[src/rtl/tile_nv_reader.sv]
// Read sequencer from tile L1 mantissa/exponent BRAMs to the compute engine stream.
// Optional stall counter enabled by defining TILE_RD_PERF_CNT_EN.
module tile_nv_reader #(
  parameter int unsigned DEPTH      = 512,
  parameter int unsigned WIDTH      = 256,
  parameter int unsigned ADDR_WIDTH = $clog2(DEPTH),
  parameter int unsigned NV_LINES   = 4,
  parameter int unsigned FIFO_DEPTH = 4
) (
  input  logic                  i_clk,
  input  logic                  i_reset_n,
  input  logic                  i_cmd_valid,
  output logic                  o_cmd_ready,
  input  logic [ADDR_WIDTH-3:0] i_cmd_nv_start,
  input  logic [ADDR_WIDTH-2:0] i_cmd_nv_count,
  output logic [ADDR_WIDTH-1:0] o_man_rd_addr,
  output logic                  o_man_rd_en,
  input  logic [WIDTH-1:0]      i_man_rd_data,
  output logic [ADDR_WIDTH-1:0] o_exp_rd_addr,
  input  logic [7:0]            i_exp_rd_data,
  output logic                  o_valid,
  input  logic                  i_ready,
  output logic [WIDTH-1:0]      o_man_data,
  output logic [7:0]            o_exp_data,
  output logic [1:0]            o_grp_idx,
  output logic                  o_last_grp,
  output logic                  o_last,
  output logic                  o_busy,
  output logic                  o_done,
  output logic [31:0]           o_stall_cycles
);

  localparam int unsigned PTR_W  = $clog2(FIFO_DEPTH);
  localparam int unsigned CNT_W  = PTR_W + 1;
  localparam int unsigned LINE_W = ADDR_WIDTH + 1;

  typedef struct packed {
    logic [WIDTH-1:0] man;
    logic [7:0]       exp;
    logic [1:0]       grp;
    logic             last_grp;
    logic             last;
  } beat_t;

  typedef enum logic [1:0] {S_IDLE, S_ISSUE, S_DRAIN, S_DONE} state_t;

  state_t                state_q, state_d;
  logic [ADDR_WIDTH-1:0] base_q, base_d;
  logic [LINE_W-1:0]     total_q, total_d;
  logic [LINE_W-1:0]     issued_q, issued_d;
  logic                  rd_en_q, rd_en_d;
  logic [ADDR_WIDTH-1:0] rd_addr_q, rd_addr_d;
  logic [1:0]            rd_grp_q, rd_grp_d;
  logic                  rd_last_q, rd_last_d;
  logic                  ret_q;
  logic [1:0]            ret_grp_q;
  logic                  ret_last_q;
  logic                  cmd_ready_q, busy_q, done_q;

  beat_t                 mem_q [FIFO_DEPTH];
  logic [PTR_W-1:0]      wr_ptr_q, rd_ptr_q;
  logic [CNT_W-1:0]      cnt_q;

  logic                  accept_c, push_c, pop_c, fifo_valid_c, credit_ok_c;
  logic [CNT_W:0]        used_c;
  beat_t                 head_c, push_beat_c;

  assign accept_c     = i_cmd_valid && cmd_ready_q;
  assign push_c       = ret_q;
  assign fifo_valid_c = (cnt_q != '0);
  assign pop_c        = fifo_valid_c && i_ready;
  assign head_c       = mem_q[rd_ptr_q];

  // Slots committed next cycle: occupancy after this edge plus the read now in flight.
  assign used_c = (CNT_W+1)'(cnt_q) + (CNT_W+1)'(push_c) + (CNT_W+1)'(rd_en_q)
                - (CNT_W+1)'(pop_c);
  assign credit_ok_c = (used_c < (CNT_W+1)'(FIFO_DEPTH));

  assign push_beat_c = '{man:      i_man_rd_data,
                         exp:      i_exp_rd_data,
                         grp:      ret_grp_q,
                         last_grp: (ret_grp_q == 2'(NV_LINES - 1)),
                         last:     ret_last_q};

  always_comb begin
    state_d   = state_q;
    base_d    = base_q;
    total_d   = total_q;
    issued_d  = issued_q;
    rd_en_d   = 1'b0;
    rd_addr_d = rd_addr_q;
    rd_grp_d  = rd_grp_q;
    rd_last_d = 1'b0;
    case (state_q)
      S_IDLE: begin
        if (accept_c) begin
          base_d   = {i_cmd_nv_start, 2'b00};
          total_d  = {i_cmd_nv_count, 2'b00};
          issued_d = '0;
          if (i_cmd_nv_count == '0) begin
            state_d = S_DONE;
          end else begin
            // Pipeline is empty on entry, so the first read needs no credit check.
            state_d   = S_ISSUE;
            rd_en_d   = 1'b1;
            rd_addr_d = {i_cmd_nv_start, 2'b00};
            rd_grp_d  = 2'd0;
            issued_d  = LINE_W'(1);
          end
        end
      end
      S_ISSUE: begin
        if (credit_ok_c) begin
          rd_en_d   = 1'b1;
          rd_addr_d = base_q + issued_q[ADDR_WIDTH-1:0];
          rd_grp_d  = issued_q[1:0];
          rd_last_d = (issued_q == total_q - LINE_W'(1));
          issued_d  = issued_q + LINE_W'(1);
          if (issued_q + LINE_W'(1) == total_q) state_d = S_DRAIN;
        end
      end
      S_DRAIN: begin
        if (pop_c && head_c.last) state_d = S_DONE;
      end
      S_DONE: begin
        state_d = S_IDLE;
      end
      default: state_d = S_IDLE;
    endcase
  end

  always_ff @(posedge i_clk) begin
    if (!i_reset_n) begin
      state_q     <= S_IDLE;
      base_q      <= '0;
      total_q     <= '0;
      issued_q    <= '0;
      rd_en_q     <= 1'b0;
      rd_addr_q   <= '0;
      rd_grp_q    <= '0;
      rd_last_q   <= 1'b0;
      ret_q       <= 1'b0;
      ret_grp_q   <= '0;
      ret_last_q  <= 1'b0;
      cmd_ready_q <= 1'b0;
      busy_q      <= 1'b0;
      done_q      <= 1'b0;
      wr_ptr_q    <= '0;
      rd_ptr_q    <= '0;
      cnt_q       <= '0;
    end else begin
      state_q     <= state_d;
      base_q      <= base_d;
      total_q     <= total_d;
      issued_q    <= issued_d;
      rd_en_q     <= rd_en_d;
      rd_addr_q   <= rd_addr_d;
      rd_grp_q    <= rd_grp_d;
      rd_last_q   <= rd_last_d;
      ret_q       <= rd_en_q;
      ret_grp_q   <= rd_grp_q;
      ret_last_q  <= rd_last_q;
      cmd_ready_q <= (state_d == S_IDLE);
      busy_q      <= (state_d != S_IDLE);
      done_q      <= (state_d == S_DONE);
      if (push_c) wr_ptr_q <= wr_ptr_q + PTR_W'(1);
      if (pop_c)  rd_ptr_q <= rd_ptr_q + PTR_W'(1);
      cnt_q <= cnt_q + CNT_W'(push_c) - CNT_W'(pop_c);
    end
  end

  // FIFO storage needs no reset: stale entries are unreachable once pointers clear.
  always_ff @(posedge i_clk) begin
    if (push_c) mem_q[wr_ptr_q] <= push_beat_c;
  end

  assign o_cmd_ready   = cmd_ready_q;
  assign o_busy        = busy_q;
  assign o_done        = done_q;
  assign o_man_rd_en   = rd_en_q;
  assign o_man_rd_addr = rd_addr_q;
  assign o_exp_rd_addr = rd_addr_q;
  assign o_valid       = fifo_valid_c;
  assign o_man_data    = fifo_valid_c ? head_c.man      : '0;
  assign o_exp_data    = fifo_valid_c ? head_c.exp      : '0;
  assign o_grp_idx     = fifo_valid_c ? head_c.grp      : '0;
  assign o_last_grp    = fifo_valid_c && head_c.last_grp;
  assign o_last        = fifo_valid_c && head_c.last;

`ifdef TILE_RD_PERF_CNT_EN
  logic [31:0] stall_q;

  // Saturating count of backpressured cycles, restarted per command.
  always_ff @(posedge i_clk) begin
    if (!i_reset_n) begin
      stall_q <= '0;
    end else if (accept_c) begin
      stall_q <= '0;
    end else if (fifo_valid_c && !i_ready && (stall_q != '1)) begin
      stall_q <= stall_q + 32'd1;
    end
  end

  assign o_stall_cycles = stall_q;
`else
  assign o_stall_cycles = '0;
`endif

endmodule

[config.mk]
export PLATFORM = sky130hd
export DESIGN_NAME = tile_nv_reader
export DESIGN_NICKNAME = d
export VERILOG_FILES = /design/src/rtl/tile_nv_reader.sv
export SDC_FILE = /design/constraint.sdc
export NUM_CORES = 1
export LEC_CHECK = 0
export CORE_ASPECT_RATIO = 0.8
export CORE_MARGIN = 2
export CORE_UTILIZATION = 23
export CTS_BUF_LIST = sky130_fd_sc_hd__clkbuf_2 sky130_fd_sc_hd__clkbuf_4 sky130_fd_sc_hd__clkbuf_8
export DETAILED_ROUTE_END_ITERATION = 12
export HOLD_SLACK_MARGIN = 0.02
export MAX_ROUTING_LAYER = met4
export PLACE_DENSITY_LB_ADDON = 0.1
export SYNTH_ARGS = -nofsm -noshare
export SYNTH_HDL_FRONTEND = slang
export SYNTH_SLANG_ARGS = --single-unit
[constraint.sdc]
create_clock -name i_clk -period 9 [get_ports i_clk]
set_clock_uncertainty 0.2 [all_clocks]
set_input_delay 1.35 -clock i_clk [delete_from_list [all_inputs] [get_ports i_clk]]
set_output_delay 1.35 -clock i_clk [all_outputs]
set_load 0.05 [all_outputs]
## After elaboration in Yosys (flattened, before gate mapping)

Memory sizes are Yosys's and may differ from the RTL's. A register that Yosys moved wholly into a read port is not among the register bits.
Index checks and enable logic that the tools add are counted.

| word-level totals | value |
|---|---|
| bits in registers | 54 |
| latch bits | 0 |
| bits in writable memories | 1072 |
| ROM bits | 0 |
| bits of input ports | 283 |
| output and inout port bits | 323 |
| logic and storage cells | 83 |
| memories kept | 1 |

| cells by class | value |
|---|---|
| $add $sub $neg | 10 |
| multiply operators | 0 |
| divide/modulo/power cells | 0 |
| magnitude comparators | 1 |
| equality and inequality tests | 10 |
| shift operators | 0 |
| multiplexer cells | 29 |
| bitwise gates (word level) | 0 |
| reductions and logical operators | 15 |

Memory list:

| name | depth | width | rd ports | clocked after Yosys merged registers in | write ports | RTL line | text |
|---|---|---|---|---|---|---|---|
| mem_q | 4 | 268 | 1 | 1 | 1 | 60 | `beat_t mem_q [FIFO_DEPTH];` |

Operator list:

| operator | number |
|---|---|
| $mux W256 | 1 |
| $mux W9 | 3 |
| $mux W2 | 11 |
| $eq A10 B10 Y1 | 2 |
| $mux W10 | 2 |
| $pmux W10 S2 | 1 |
| $pmux W9 S2 | 1 |
| $add A10 B1 Y10 const B | 1 |
| $sub A10 B1 Y10 const B | 1 |
| $add A9 B9 Y9 | 1 |
| $eq A2 B2 Y1 const B | 4 |
| $logic_not A8 Y1 | 1 |
| $mux W8 | 1 |
| $pmux W2 S4 | 1 |
| $mux W1 | 6 |
| $ne A2 B2 Y1 const B | 3 |
| $reduce_and A3 Y1 | 2 |
| $logic_and A1 B1 Y1 | 5 |
| $add A2 B1 Y2 const B | 2 |
| $add A3 B1 Y4 | 1 |
| $add A4 B1 Y4 | 1 |
| $logic_not A2 Y1 | 2 |
| $lt A4 B3 Y1 const B | 1 |
| $pmux W2 S2 | 1 |
| 9 further kinds | 10 |

## Depth between registers and ports, before layout

| depth | value |
|---|---|
| word-level depth | 7 |
| depth in mapped cells | 14 |
| depth with buffers taken out | 11 |

## Least setup slack after synthesis

OpenSTA, ideal clock, no wires.

| timing | value |
|---|---|
| kind | register -> register |
| start | register ret_q, in the netlist push_c |
| end | memory mem_q[0][0] (netlist name), enable pin |
| library setup time | 662 ps |
| data arrival time | 6680 ps |
| data required time | 8138 ps |
| setup slack | 1458 ps |
| stages on the path, launching flop included | 3 |
| path buffers | 1 |
| period minus slack after synthesis | 7542 ps |
| path through | dfxtp_1 clkbuf_1 and2_1 |

| between the ends | value |
|---|---|
| longest elaborated chain between the ends | 2 |

RTL lines:

| item | RTL line | text |
|---|---|---|
| start, declared | 55 | `logic ret_q;` |
| start signal, assigned | 160 | `ret_q <= rd_en_q;` |
| $mux W1 | 174 | `if (push_c) mem_q[wr_ptr_q] <= push_beat_c;` |
| $mux W1 (implied by the code) | 174 |  |
| end, declared | 60 |  |

No other way between the ends.

==> summary.txt <==
Placement
  – Port buffer count: 573
  – Placed inst area: 0.0522 sq mm
  – Sum of net half-perimeters after detailed placement: 76400 um
  – Worst slack, placed: roughly 3.8 ns
  – Routability cong.: 0.725

Status
  – Status: complete, no violations

Setup path
  – Crit path launch type: flop
  – Critical path required time: about 7.5 ns
  – Crit-path max cell delay: 0.97 ns
  – Worst Path Arrival: 4.34 ns
  – Setup crit end kind: primary output
  – Max stage delay cell, worst path: dfxtp_4
  – WS Path Type: reg -> out
  – CP Cell Sequence: buf_4 > mux4_2 > and2_1 > clkdlybuf4s50_1
  – Crit Path Max Fanout: 42

Detailed routing
  – Vias: around 23000
  – Drt first-iter violations: 1252
  – Routed wire per std cell: 23.0 um
  – Drt pass-1 iters: 5
  – Final ANT Viol Nets: 0
  – Drt drc: 0
  – Via density: 4.11
  – Routed wire length: roughly 130000 um

Logic synthesis
  – Top_reg_cell synth: edfxtp_1
  – Most frequent cell after synthesis: edfxtp_1
  – Top cell type's share of synthesized area: 73.7%
  – Syn avg cell area: 20.7 sq um
  – Post-Syn Area: 0.0437 sq mm
  – Post-synth top cells: edfxtp_1 (1072), and2_1 (278), mux4_2 (268)
  – Register area share after synthesis: 76.2%
  – Area leader, netlist: edfxtp_1
  – Number of enable flip-flop cells after synthesis: 1072
  – Post-synth ARST share: 0%
  – Yosys warning total: 0
  – Yosys reg bits: 1126
  – Post-Synthesis Cells: 2110
  – Post-synth cell types: 62
  – Synth area leaders: edfxtp_1 (74%), mux4_2 (14%), and2_1 (4.0%)

Floorplanning
  – Core Rows: 142
  – Initial Utilization: a little under a quarter
  – Io pins: 606
  – DIE HEIGHT: 394 um
  – Core Area: 0.188 sq mm
  – Chip width: a little under 500 um
  – Die ar.: 0.193 sq mm

Clocking
  – CTS max path bufs: 3
  – Post-CTS Resized: 0
  – CTS clock-pin slew for the worst setup and hold paths: ~0.05 ns
  – CTS Buf Count: 198
  – CTS Sinks: 1126
  – Clock latency at the later pin of the worst-skew pair: just under 0.9 ns
  – Setup bufs post-CTS: 0
  – Max H-tree Level: 4
  – TritonCTS clock tree: built
  – Hold Buf Count CTS: 0
  – CTS root buf: clkbuf_8

STA
  – Tmin final: 5.89 ns
  – Final setup TNS: 0 ns
  – Fmax: between 0.15 and 0.2 GHz
  – Fin. max-slew vios: 0
  – Final hold vios: 0
  – WHS: 0.251 ns
  – RSZ-0062 raised after global routing: false
  – Final Setup Violations: 0
  – Slew @ Worst Pin: 1.32 ns
  – Fin crit share: ~65%
  – Setup WS post-layout: 3.11 ns
  – Max-slew headroom: between 10% and 20%

Power
  – Switching power: 6.42 mW
  – Sequential Power Share: a little over a third
  – Clock share of power: 27.3%
  – Leak Pwr: 17.4 nW
  – Largest vdd supply drop: about 0.00019 V
  – Pwr/cell area: between 300 and 400 mW/mm^2
  – Sw Ratio: 37.9%
  – Internal cell power: ~11 mW
  – Combinational power share: 37.7%

Layout
  – Non-Filler Cell Area, Final: around 0.056 sq mm
  – Share of post-route cells with drive strength above 1: about 21%
  – Nets: 3096
  – Area Growth Syn to Fin: 28.5%
  – Fin util: 29.8%
  – Filler cell count: 18600

Global routing
  – Initial antenna violation count: 30
  – Vias in the first global route: 24900
  – GRT Overall Usage: 13.3%
  – First-pass GRT wire length: 182000 um
  – Largest net degree at the start of global routing: between 100 and 150
  – Total global routing overflow: 0

Min path
  – Hold Path Class: reg -> reg

Job
  – Max cap viols: 0
## flip-flops by register name, summed over array words and instances (netlist names), 2 cells and up, named ones only
name,flops
mem_q,1072
issued_q,10
o_exp_rd_addr,9
total_q,8
base_q,7
cnt_q,3
rd_ptr_q,2
ret_grp_q,2
state_q,2
wr_ptr_q,2
## worst max-delay path: cells and delay by family, from the launching register on
family        cells  cell delay [ns]
buf+inv           2             1.66
flops             1             0.97
mux               1             0.60
simple gates      1             0.17
## power groups by stage
stage / Sequential (mW) / Combinational (mW) / Clock [mW]
floorplan: 6.00 / 4.21 / 0
global route: 5.94 / 6.72 / 5.07
global placement: 6.04 / 6.58 / 0
detailed placement: 6.04 / 6.56 / 0
finish: 5.92 / 6.39 / 4.63
CTS: 5.93 / 6.59 / 4.86
## kinds of logic after synthesis
group,synth area share [%]
muxes,13.9
buffers and inverters,1.93
other,0.00859
AOI/OAI and AO/OA,1.16
and+or+nand+nor,5.80
DFF,76.2
adders and majority gates,0.550
xor gates and xnor gates,0.421
## stage by stage
stage	total power, mW	std cells
2_1_floorplan	10.2	2141
3_3_place_gp	12.6	5115
3_5_place_dp	12.6	5115
4_1_cts	17.4	5481
5_1_grt	17.7	5501
6_report	16.9	5501
## path summary, 6_finish.rpt
kind                            startpoint               to  cells past startpoint  slack (ns)
worst min register to register   rd_last_q       ret_last_q                      1        0.25
worst min-delay path             rd_last_q       ret_last_q                      1        0.25
worst max register to register      push_c     mem_q[2][66]                      3        5.18
worst max-delay path                  flop  o_man_data[162]                      4        3.11
## final cells by class
type	instances	area (sq um)	share of cell area, %
Antenna cell	20	50.0	0.0892
Sequential cell	1126	33300	59.3
Inverter	12	45.0	0.0803
Timing Repair Buffer	606	6010	10.7
Clock inverter	94	559	0.997
Clock buffer	272	3310	5.89
Multi-Input combinational cell	851	9680	17.3
Tap cell	2520	3150	5.62
## layer usage
layer / part of all wire (%) / routed length, um / vias up / GRT usage [%]
li1: - / - / 9827 / -
met1: 42 / 53200 / 12000 / 15.8
met2: 50 / 63800 / 580 / 22.1
met3: 5.6 / 7090 / 235 / 3.90
met4: 2.1 / 2610 / 0 / 3.43
met5: 0 / 0 / - / -
## placed cells by master (no fill, tap or decap), drive strengths merged, types with 13 or more instances in the layout
cell,netlist,routed
mux4,268,268
conb,1,32
nand2,52,52
and2,281,281
ha,16,16
clkdlybuf4s50,0,573
dfxtp,54,54
o21ai,13,13
clkbuf,66,272
diode,0,20
clkinv,0,80
a21oi,34,34
inv,12,18
edfxtp,1072,1072
nor2,31,31
buf,86,33
(Power assumes the default switching activity.)
